## src/rtl/data_ram_arbiter_pkg.sv

```systemverilog
// Shared types and default widths for the data RAM arbiter slice.
package mem_arb_pkg;

  localparam int unsigned ADDR_W = 16;
  localparam int unsigned DATA_W = 16;

  typedef enum logic {
    IDLE,
    ACCESS
  } state_e;

  typedef enum logic {
    OWN_A,
    OWN_B
  } owner_e;

endpackage

```

## src/rtl/data_ram_arbiter_if.sv

```systemverilog
// Requester ports A/B plus the RAM-side drive, bundled for the arbiter.
interface data_ram_arbiter_if #(
  parameter int unsigned ADDR_W = 16,
  parameter int unsigned DATA_W = 16
);

  logic              a_req;
  logic              a_we;
  logic [ADDR_W-1:0] a_addr;
  logic [DATA_W-1:0] a_wdata;
  logic              a_gnt;
  logic              a_rvalid;
  logic [DATA_W-1:0] a_rdata;

  logic              b_req;
  logic              b_we;
  logic [ADDR_W-1:0] b_addr;
  logic [DATA_W-1:0] b_wdata;
  logic              b_gnt;
  logic              b_rvalid;
  logic [DATA_W-1:0] b_rdata;

  logic [ADDR_W-1:0] ram_addr;
  logic              ram_re;
  logic              ram_we;
  logic [DATA_W-1:0] ram_wdata;
  logic [DATA_W-1:0] ram_rdata;

  modport slave (
    input  a_req, a_we, a_addr, a_wdata,
    input  b_req, b_we, b_addr, b_wdata,
    input  ram_rdata,
    output a_gnt, a_rvalid, a_rdata,
    output b_gnt, b_rvalid, b_rdata,
    output ram_addr, ram_re, ram_we, ram_wdata
  );

  modport master (
    output a_req, a_we, a_addr, a_wdata,
    output b_req, b_we, b_addr, b_wdata,
    output ram_rdata,
    input  a_gnt, a_rvalid, a_rdata,
    input  b_gnt, b_rvalid, b_rdata,
    input  ram_addr, ram_re, ram_we, ram_wdata
  );

endinterface

```

## src/rtl/data_ram_arbiter_rr_arb2.sv

```systemverilog
// Two-way round-robin picker: a lone request wins outright, a tie goes to
// the port that did not win last.
module rr_arb2
  import mem_arb_pkg::*;
(
  input  logic [1:0] req,
  input  owner_e     last_owner,
  output logic [1:0] gnt
);

  always_comb begin
    gnt = '0;
    case (req)
      2'b01:   gnt = 2'b01;
      2'b10:   gnt = 2'b10;
      2'b11:   gnt = (last_owner == OWN_B) ? 2'b01 : 2'b10;
      default: gnt = '0;
    endcase
  end

endmodule

```

## src/rtl/data_ram_arbiter.sv

```systemverilog
// Arbitrates ports A/B onto the single-cycle data RAM slot and returns a
// registered response (read data or write ack) two cycles after the grant.
module data_ram_arbiter #(
  parameter int unsigned ADDR_W = 16,
  parameter int unsigned DATA_W = 16
) (
  input  logic                clk,
  input  logic                reset,
  data_ram_arbiter_if.slave   bus
);

  import mem_arb_pkg::*;

  state_e            state_q, state_d;
  owner_e            last_owner_q, last_owner_d;
  owner_e            slot_owner_q, slot_owner_d;
  logic              slot_we_q, slot_we_d;
  logic [ADDR_W-1:0] slot_addr_q, slot_addr_d;
  logic [DATA_W-1:0] slot_wdata_q, slot_wdata_d;
  logic              a_rvalid_q, a_rvalid_d;
  logic              b_rvalid_q, b_rvalid_d;
  logic [DATA_W-1:0] a_rdata_q, a_rdata_d;
  logic [DATA_W-1:0] b_rdata_q, b_rdata_d;

  logic [1:0] arb_gnt;
  logic [1:0] gnt;
  logic       acc_a;
  logic       acc_b;

  rr_arb2 u_rr_arb2 (
    .req        ({bus.b_req, bus.a_req}),
    .last_owner (last_owner_q),
    .gnt        (arb_gnt)
  );

  always_comb begin
    gnt   = reset ? 2'b00 : arb_gnt;
    acc_a = bus.a_req & gnt[0];
    acc_b = bus.b_req & gnt[1];
  end

  // Next-state: accept loads the slot; the current slot produces the response.
  always_comb begin
    state_d      = IDLE;
    last_owner_d = last_owner_q;
    slot_owner_d = slot_owner_q;
    slot_we_d    = slot_we_q;
    slot_addr_d  = slot_addr_q;
    slot_wdata_d = slot_wdata_q;
    a_rvalid_d   = 1'b0;
    b_rvalid_d   = 1'b0;
    a_rdata_d    = a_rdata_q;
    b_rdata_d    = b_rdata_q;

    if (acc_a) begin
      state_d      = ACCESS;
      last_owner_d = OWN_A;
      slot_owner_d = OWN_A;
      slot_we_d    = bus.a_we;
      slot_addr_d  = bus.a_addr;
      slot_wdata_d = bus.a_wdata;
    end else if (acc_b) begin
      state_d      = ACCESS;
      last_owner_d = OWN_B;
      slot_owner_d = OWN_B;
      slot_we_d    = bus.b_we;
      slot_addr_d  = bus.b_addr;
      slot_wdata_d = bus.b_wdata;
    end

    if (state_q == ACCESS) begin
      if (slot_owner_q == OWN_A) begin
        a_rvalid_d = 1'b1;
        if (!slot_we_q) a_rdata_d = bus.ram_rdata;
      end else begin
        b_rvalid_d = 1'b1;
        if (!slot_we_q) b_rdata_d = bus.ram_rdata;
      end
    end
  end

  always_comb begin
    bus.a_gnt     = gnt[0];
    bus.b_gnt     = gnt[1];
    bus.a_rvalid  = a_rvalid_q;
    bus.b_rvalid  = b_rvalid_q;
    bus.a_rdata   = a_rdata_q;
    bus.b_rdata   = b_rdata_q;
    bus.ram_addr  = '0;
    bus.ram_wdata = '0;
    bus.ram_re    = 1'b0;
    bus.ram_we    = 1'b0;
    if (state_q == ACCESS) begin
      bus.ram_addr  = slot_addr_q;
      bus.ram_wdata = slot_wdata_q;
      bus.ram_re    = ~slot_we_q;
      // A write still in the slot when reset hits must not reach the RAM.
      bus.ram_we    = slot_we_q & ~reset;
    end
  end

  always_ff @(posedge clk) begin
    if (reset) begin
      state_q      <= IDLE;
      last_owner_q <= OWN_B;
      slot_owner_q <= OWN_A;
      slot_we_q    <= 1'b0;
      slot_addr_q  <= '0;
      slot_wdata_q <= '0;
      a_rvalid_q   <= 1'b0;
      b_rvalid_q   <= 1'b0;
      a_rdata_q    <= '0;
      b_rdata_q    <= '0;
    end else begin
      state_q      <= state_d;
      last_owner_q <= last_owner_d;
      slot_owner_q <= slot_owner_d;
      slot_we_q    <= slot_we_d;
      slot_addr_q  <= slot_addr_d;
      slot_wdata_q <= slot_wdata_d;
      a_rvalid_q   <= a_rvalid_d;
      b_rvalid_q   <= b_rvalid_d;
      a_rdata_q    <= a_rdata_d;
      b_rdata_q    <= b_rdata_d;
    end
  end

endmodule

```

## src/flat_wrapper.sv

```systemverilog
// flat-port wrapper written by rule: the top's interface ports become plain ports
module data_ram_arbiter_flat import mem_arb_pkg::*;
#(
  parameter int unsigned ADDR_W = 16,
  parameter int unsigned DATA_W = 16
)
  (clk, reset, bus_a_req, bus_a_we, bus_a_addr, bus_a_wdata, bus_b_req, bus_b_we, bus_b_addr, bus_b_wdata, bus_ram_rdata, bus_a_gnt, bus_a_rvalid, bus_a_rdata, bus_b_gnt, bus_b_rvalid, bus_b_rdata, bus_ram_addr, bus_ram_re, bus_ram_we, bus_ram_wdata);
  data_ram_arbiter_if #(.ADDR_W(ADDR_W), .DATA_W(DATA_W)) bus_i ();
  input  logic clk;
  input  logic reset;
  input wire logic [$bits(bus_i.a_req)-1:0] bus_a_req;
  input wire logic [$bits(bus_i.a_we)-1:0] bus_a_we;
  input wire logic [$bits(bus_i.a_addr)-1:0] bus_a_addr;
  input wire logic [$bits(bus_i.a_wdata)-1:0] bus_a_wdata;
  input wire logic [$bits(bus_i.b_req)-1:0] bus_b_req;
  input wire logic [$bits(bus_i.b_we)-1:0] bus_b_we;
  input wire logic [$bits(bus_i.b_addr)-1:0] bus_b_addr;
  input wire logic [$bits(bus_i.b_wdata)-1:0] bus_b_wdata;
  input wire logic [$bits(bus_i.ram_rdata)-1:0] bus_ram_rdata;
  output wire logic [$bits(bus_i.a_gnt)-1:0] bus_a_gnt;
  output wire logic [$bits(bus_i.a_rvalid)-1:0] bus_a_rvalid;
  output wire logic [$bits(bus_i.a_rdata)-1:0] bus_a_rdata;
  output wire logic [$bits(bus_i.b_gnt)-1:0] bus_b_gnt;
  output wire logic [$bits(bus_i.b_rvalid)-1:0] bus_b_rvalid;
  output wire logic [$bits(bus_i.b_rdata)-1:0] bus_b_rdata;
  output wire logic [$bits(bus_i.ram_addr)-1:0] bus_ram_addr;
  output wire logic [$bits(bus_i.ram_re)-1:0] bus_ram_re;
  output wire logic [$bits(bus_i.ram_we)-1:0] bus_ram_we;
  output wire logic [$bits(bus_i.ram_wdata)-1:0] bus_ram_wdata;
  assign bus_i.a_req = bus_a_req;
  assign bus_i.a_we = bus_a_we;
  assign bus_i.a_addr = bus_a_addr;
  assign bus_i.a_wdata = bus_a_wdata;
  assign bus_i.b_req = bus_b_req;
  assign bus_i.b_we = bus_b_we;
  assign bus_i.b_addr = bus_b_addr;
  assign bus_i.b_wdata = bus_b_wdata;
  assign bus_i.ram_rdata = bus_ram_rdata;
  assign bus_a_gnt = bus_i.a_gnt;
  assign bus_a_rvalid = bus_i.a_rvalid;
  assign bus_a_rdata = bus_i.a_rdata;
  assign bus_b_gnt = bus_i.b_gnt;
  assign bus_b_rvalid = bus_i.b_rvalid;
  assign bus_b_rdata = bus_i.b_rdata;
  assign bus_ram_addr = bus_i.ram_addr;
  assign bus_ram_re = bus_i.ram_re;
  assign bus_ram_we = bus_i.ram_we;
  assign bus_ram_wdata = bus_i.ram_wdata;
  data_ram_arbiter #(.ADDR_W(ADDR_W), .DATA_W(DATA_W)) u_core (.clk(clk), .reset(reset), .bus(bus_i));
endmodule
```

## config.mk

```make
export PLATFORM = sky130hd
export DESIGN_NAME = data_ram_arbiter_flat
export DESIGN_NICKNAME = d
export VERILOG_FILES = /design/src/rtl/data_ram_arbiter_pkg.sv /design/src/rtl/data_ram_arbiter_if.sv /design/src/rtl/data_ram_arbiter_rr_arb2.sv /design/src/rtl/data_ram_arbiter.sv /design/src/flat_wrapper.sv
export SDC_FILE = /design/constraint.sdc
export NUM_CORES = 1
export LEC_CHECK = 0
export CELL_PAD_IN_SITES_DETAIL_PLACEMENT = 0
export CELL_PAD_IN_SITES_GLOBAL_PLACEMENT = 1
export CORE_MARGIN = 5
export CORE_UTILIZATION = 29
export DETAILED_ROUTE_END_ITERATION = 16
export PLACE_DENSITY_LB_ADDON = 0.15
export REMOVE_ABC_BUFFERS = 1
export SYNTH_ARGS = -nofsm -noshare
export SYNTH_HDL_FRONTEND = slang
export SYNTH_HIERARCHICAL = 1
export SYNTH_SLANG_ARGS = --single-unit
```

## constraint.sdc

```tcl
create_clock -name clk -period 2.7 [get_ports clk]
set_input_delay 0.27 -clock clk [delete_from_list [all_inputs] [get_ports clk]]
set_output_delay 0.27 -clock clk [all_outputs]
set_load 0.005 [all_outputs]
```

# Yosys cells after proc, flatten, opt, wreduce, memory -nomap -nowiden
# Index checks and enable logic that the tools add are counted.
[totals]
wordCells = 44
latch_bits = 0
inputBits = 86
out_inout_bits = 70
ram_bits = 0
memories = 0
romBits = 0
register_bits = 70
[op_classes]
order_cmp = 0
mux = 19
shifts = 0
n_bitwise = 7
eq_ne = 3
multipliers = 0
reduce_logical = 5
div = 0
add_sub_neg = 0
[ops]
columns = ["op", "n"]
rows = [
  ["2-to-1 mux 16 bit", 6],
  ["2-to-1 mux 1 bit", 10],
  ["case mux 2 bit (3 select lines)", 1],
  ["AND reduction 3 bit", 2],
  ["== test 2 bit (second input constant)", 2],
  ["2-to-1 mux 2 bit", 2],
  ["NOT 1 bit", 4],
  ["OR reduction 2 bit", 2],
  ["bitwise AND 1 bit", 3],
  ["== test 2 x 1 -> 1 bit (second input constant)", 1],
  ["nonzero test 2 bit", 1],
]

# Longest topological paths before layout
[depth]
ltp_word = 6
ltp_mapped = 7
ltp_nobuf = 5

# By module
# Netlist, hierarchy kept.
[by_module_without_submodules]
columns = ["mod", "area_each_um2", "seq_area_each_um2", "n_inst", "cells_per_inst"]
rows = [
  ["data_ram_arbiter", 2899.0, 1401.3, 1, 342],
  ["rr_arb2", 18.8, 0.0, 1, 3],
]

# Worst setup path after synthesis
# No wires, ideal clock.
[synth_path]
kind = "register -> register"
startpoint = "register u_core.last_owner_q"
endpoint = "register u_core.slot_addr_q[15]"
period_less_slack_ns = 1.387
path_buffers = 1
path_stages_with_launch = 6
setup_time_ns = 0.129
required_time_ns = 2.571
arrival_ns = 1.259
path_slack_ns = 1.313
cell_sequence = "dfxtp_1 > a21boi_0 > nand2_4 > buf_2 > mux2i_1 > o21ai_0"
[synth_via]
elab_chain_cells = 5
elab_cells_between_ends = 7
cone_classes = "4 x mux; 2 x bitwise; 1 x reduce/logical"
[synth_rtl]
columns = ["element", "line_no", "text"]
rows = [
  ["from (decl)", "data_ram_arbiter.sv:15", "owner_e last_owner_q, last_owner_d;"],
  ["from (signal assigned)", "data_ram_arbiter.sv:116", "last_owner_q <= last_owner_d;"],
  ["2-to-1 mux 2 bit", "data_ram_arbiter_rr_arb2.sv:16", "2'b11: gnt = (last_owner == OWN_B) ? 2'b01 : 2'b10;"],
  ["case mux 2 bit (3 select lines)", "data_ram_arbiter_rr_arb2.sv:13", "case (req)"],
  ["net u_core.arb_gnt[1]", "data_ram_arbiter.sv:25", "logic [1:0] arb_gnt;"],
  ["2-to-1 mux 2 bit", "data_ram_arbiter.sv:37", "gnt = reset ? 2'b00 : arb_gnt;"],
  ["bitwise AND 1 bit", "data_ram_arbiter.sv:39", "acc_b = bus.b_req & gnt[1];"],
  ["nonzero test 2 bit (no source line)", "-", ""],
  ["to (signal assigned)", "data_ram_arbiter.sv:119", "slot_addr_q <= slot_addr_d;"],
  ["to (decl)", "data_ram_arbiter.sv:18", "logic [ADDR_W-1:0] slot_addr_q, slot_addr_d;"],
]
# The timed path passes the listed nets, and every way through them passes these cells.
# A chain may end at the register's enable or synchronous reset.

# Worst setup path in the final report
[layout_path]
startpoint = "input bus_b_req"
endpoint = "output bus_b_gnt"
[layout_via]
elab_chain_cells = 3
elab_cells_between_ends = 5
cone_classes = "3 x eq/ne; 2 x mux"
[layout_rtl]
columns = ["element", "line_no", "text"]
rows = [
  ["from (decl)", "flat_wrapper.sv:15", "input wire logic [$bits(bus_i.b_req)-1:0] bus_b_req;"],
  ["== test 2 bit / == test 2 x 1 -> 1 bit (equally long branches)", "data_ram_arbiter_rr_arb2.sv:13", ""],
  ["case mux 2 bit (3 select lines) *", "data_ram_arbiter_rr_arb2.sv:13", ""],
  ["net u_core.arb_gnt[1]", "data_ram_arbiter.sv:25", ""],
  ["2-to-1 mux 2 bit *", "data_ram_arbiter.sv:37", ""],
  ["to (decl)", "flat_wrapper.sv:23", "output wire logic [$bits(bus_i.b_gnt)-1:0] bus_b_gnt;"],
]
# Mark *: on every way through the listed nets, which the timed path passes. The rest lies on a longest branch.

==> impl_metrics.env <==
export IMPL_cts_buffers=9
export IMPL_cp_arrival_ns=1.98
export IMPL_rsz0062_at_grt="false"
export IMPL_crit_slowest_cell="clkdlybuf4s50_1"
export IMPL_grt_max_degree=35
export IMPL_h_tree_depth=3
export IMPL_required_ns=2.43
export IMPL_cts_tree="done"
export IMPL_cts_hold_buffers=0
export IMPL_drtIter0Drc=73
export IMPL_ant_nets=0
export IMPL_syn_inst=345
export IMPL_ir_worst_vdd_mv=0.253
export IMPL_max_slew_margin=0.500
export IMPL_fmax_mhz=445
export IMPL_fin_setup_tns_ns=0
export IMPL_total_power_uw=2240
export IMPL_rows=36
export IMPL_rrSetupSlack_ns=1.05
export IMPL_synth_edf_count=0
export IMPL_avgViaCountPerCell=4.49
export IMPL_fillers=1002
export IMPL_grt_pass1_vias=2928
export IMPL_grt_pass1_wl_um=14200
export IMPL_antenna_found_initial=0
export IMPL_gp_congestion=0.726
export IMPL_critPathLaunchType="primary input"
export IMPL_coreArea_um2=9770
export IMPL_fin_cells=629
export IMPL_cts_repair_resized=0
export IMPL_place_area_um2=4560
export IMPL_syn_to_final_growth_pct=62.7
export IMPL_die_area_um2=12200
export IMPL_powerDensity_nw_per_um2=472
export IMPL_critPathKind="in -> out"
export IMPL_skew_ns=0.0115
export IMPL_drc=0
export IMPL_routed_wl_um=9080
export IMPL_cp_num_buf_inv=2
export IMPL_tightest_slew_ns=0.748
export IMPL_syn_cell_area_um2=2920
export IMPL_routed_via_count=2822
export IMPL_fin_nets=577
export IMPL_drive_gt1_frac=0.0484
export IMPL_ys_ff_latch=70
export IMPL_crit_chain="clkdlybuf4s50_1, a21boi_0, nor2b_1, clkdlybuf4s50_1"
export IMPL_clk_transition_reported_paths_ns=0.08
export IMPL_cts_setup_buffers=0
export IMPL_fin_util=0.486
export IMPL_syn_avg_cell_area_um2=8.46
export IMPL_ys_warnings_count=6
export IMPL_dp_cells=613
export IMPL_hold_viol_final=0
export IMPL_insertion_delay_ns=0.34
export IMPL_io_pins=156
export IMPL_synthDistinctLibCells=24
export IMPL_io_buffers=155
export IMPL_clock_sinks=70
export IMPL_cts_buffer_depth=2
export IMPL_maxCapViolations=0
export IMPL_status="complete, no violations"
export IMPL_cp_max_fo=4
export IMPL_fin_crit_ns=2.25
export IMPL_wl_per_cell_um=14.4
export IMPL_crit_path_end_kind="output port"
export IMPL_initial_core_util=0.299
export IMPL_synth_async_sr_flop_share=0
export IMPL_first_pass_iters=4
export IMPL_cpMostUsedCell="clkdlybuf4s50_1"
export IMPL_grt_ovfl_total=0
export IMPL_ys_flop_type="dfxtp_1"
export IMPL_die_y_um=110
export IMPL_min_path_type="reg -> reg"
export IMPL_setup_viol=0
export IMPL_cpLargestDelayFamily="buffers and inverters"
export IMPL_grt_use_total=0.152
export IMPL_dp_hpwl_um=6370
export IMPL_clockRootBuffer="clkbuf_8"
export IMPL_finalCritPeriodShare=0.832
export IMPL_stdcell_area_um2=4750
export IMPL_cellLeakagePower_uw=0.00188
export IMPL_antenna_cells=0
export IMPL_yosysSeqAreaShare=0.480
export IMPL_finalMaxSlewViolations=0
export IMPL_cpPeakStageDelay_ns=0.56
export IMPL_die_x_um=110
-- cell families (layout without fill, tap and decap cells) --
kind of cell | Yosys count | in the layout | synth area share
buf+inv | 27 | 178 | 0.0502
flops | 70 | 70 | 0.480
simple gates | 145 | 145 | 0.235
mux | 33 | 33 | 0.113
compound gates | 70 | 70 | 0.122
-- final timing paths --
kind	startpoint	to	cells past startpoint
setup / recovery	bus_b_req	bus_b_gnt	4
hold / removal	u_core/bus.a_rdata[13]	u_core/bus.a_rdata[13]	2
setup reg to reg	u_core/last_owner_q	u_core/slot_addr_q[5]	5
hold reg to reg	u_core/bus.a_rdata[13]	u_core/bus.a_rdata[13]	2
-- state kept, by name (all words and copies together), names as in the netlist --
signal and cells:
u_core/slot_we_q 1, u_core/bus.a_rdata 16, u_core/state_q 1, u_core/slot_addr_q 16, u_core/bus.b_rdata 16, u_core/slot_owner_q 1, u_core/slot_wdata_q 16, u_core/bus.b_rvalid 1
u_core/last_owner_q 1, u_core/bus.a_rvalid 1
-- layer usage --
layer | part of all wire | up-vias | track usage
met5 | 0 | - | 0
met2 | 0.44 | 114 | 0.244
li1 | - | 1424 | -
met1 | 0.40 | 1276 | 0.168
met3 | 0.15 | 8 | 0.0926
met4 | 0.0096 | 0 | 0.0422
-- stage by stage --
stage / hold slack [ns] / worst slack [ns]
6_report: 0.454 / 0.453
5_1_grt: 0.475 / 0.396
4_1_cts: 0.457 / 0.451
3_5_place_dp: 0.445 / 0.448
3_3_place_gp: 0.441 / 0.472
2_1_floorplan: 0.339 / 1.08
-- layout make-up --
type,instances,area (µm²),share of cell area
clock buffers,10,138,0.0290
clock inverters,6,46.3,0.00975
inverters,1,3.75,0.000791
multi-input cells,248,1370,0.289
flip-flops and latches,70,1400,0.295
well taps,133,166,0.0351
repair buffers,161,1620,0.342
-- power by group --
group	total, µW	internal [µW]	switching (µW)
Combinational	350	218	132
Clock	777	363	415
Sequential	1110	1090	28.0
-- cells in the final DEF, fill, tap and decap left out, types with 2 or more instances in the layout --
| cell type | netlist | final |
|---|---|---|
| clkdlybuf4s50_1 | 0 | 155 |
| nand2_1 | 98 | 98 |
| dfxtp_1 | 70 | 70 |
| a21oi_1 | 35 | 35 |
| mux2i_1 | 33 | 33 |
| and2_1 | 32 | 32 |
| o21ai_0 | 32 | 32 |
| clkbuf_8 | 0 | 10 |
| and3b_1 | 4 | 4 |
| buf_4 | 0 | 4 |
| nor2b_1 | 3 | 3 |
| clkinvlp_4 | 0 | 2 |
| clkinv_4 | 0 | 2 |
| buf_12 | 0 | 2 |
-- synth_stat cells (3+ instances only) --
cell type	n	area [µm²]
nand2_1	98	368
dfxtp_1	70	1400
a21oi_1	35	175
mux2i_1	33	330
and2_1	32	200
o21ai_0	32	160
buf_2	11	55.1
clkbuf_1	10	37.5
and3b_1	4	35.0
buf_6	4	45.0
nor2b_1	3	18.8
-- worst min-delay path: cells and delay by family, from the launching register on --
kind	cells	cell delay (ns)
DFF	1	0.31
and+or+nand+nor	1	0.05
AOI/OAI and AO/OA	1	0.05
Power figures use the tool's default switching activity.
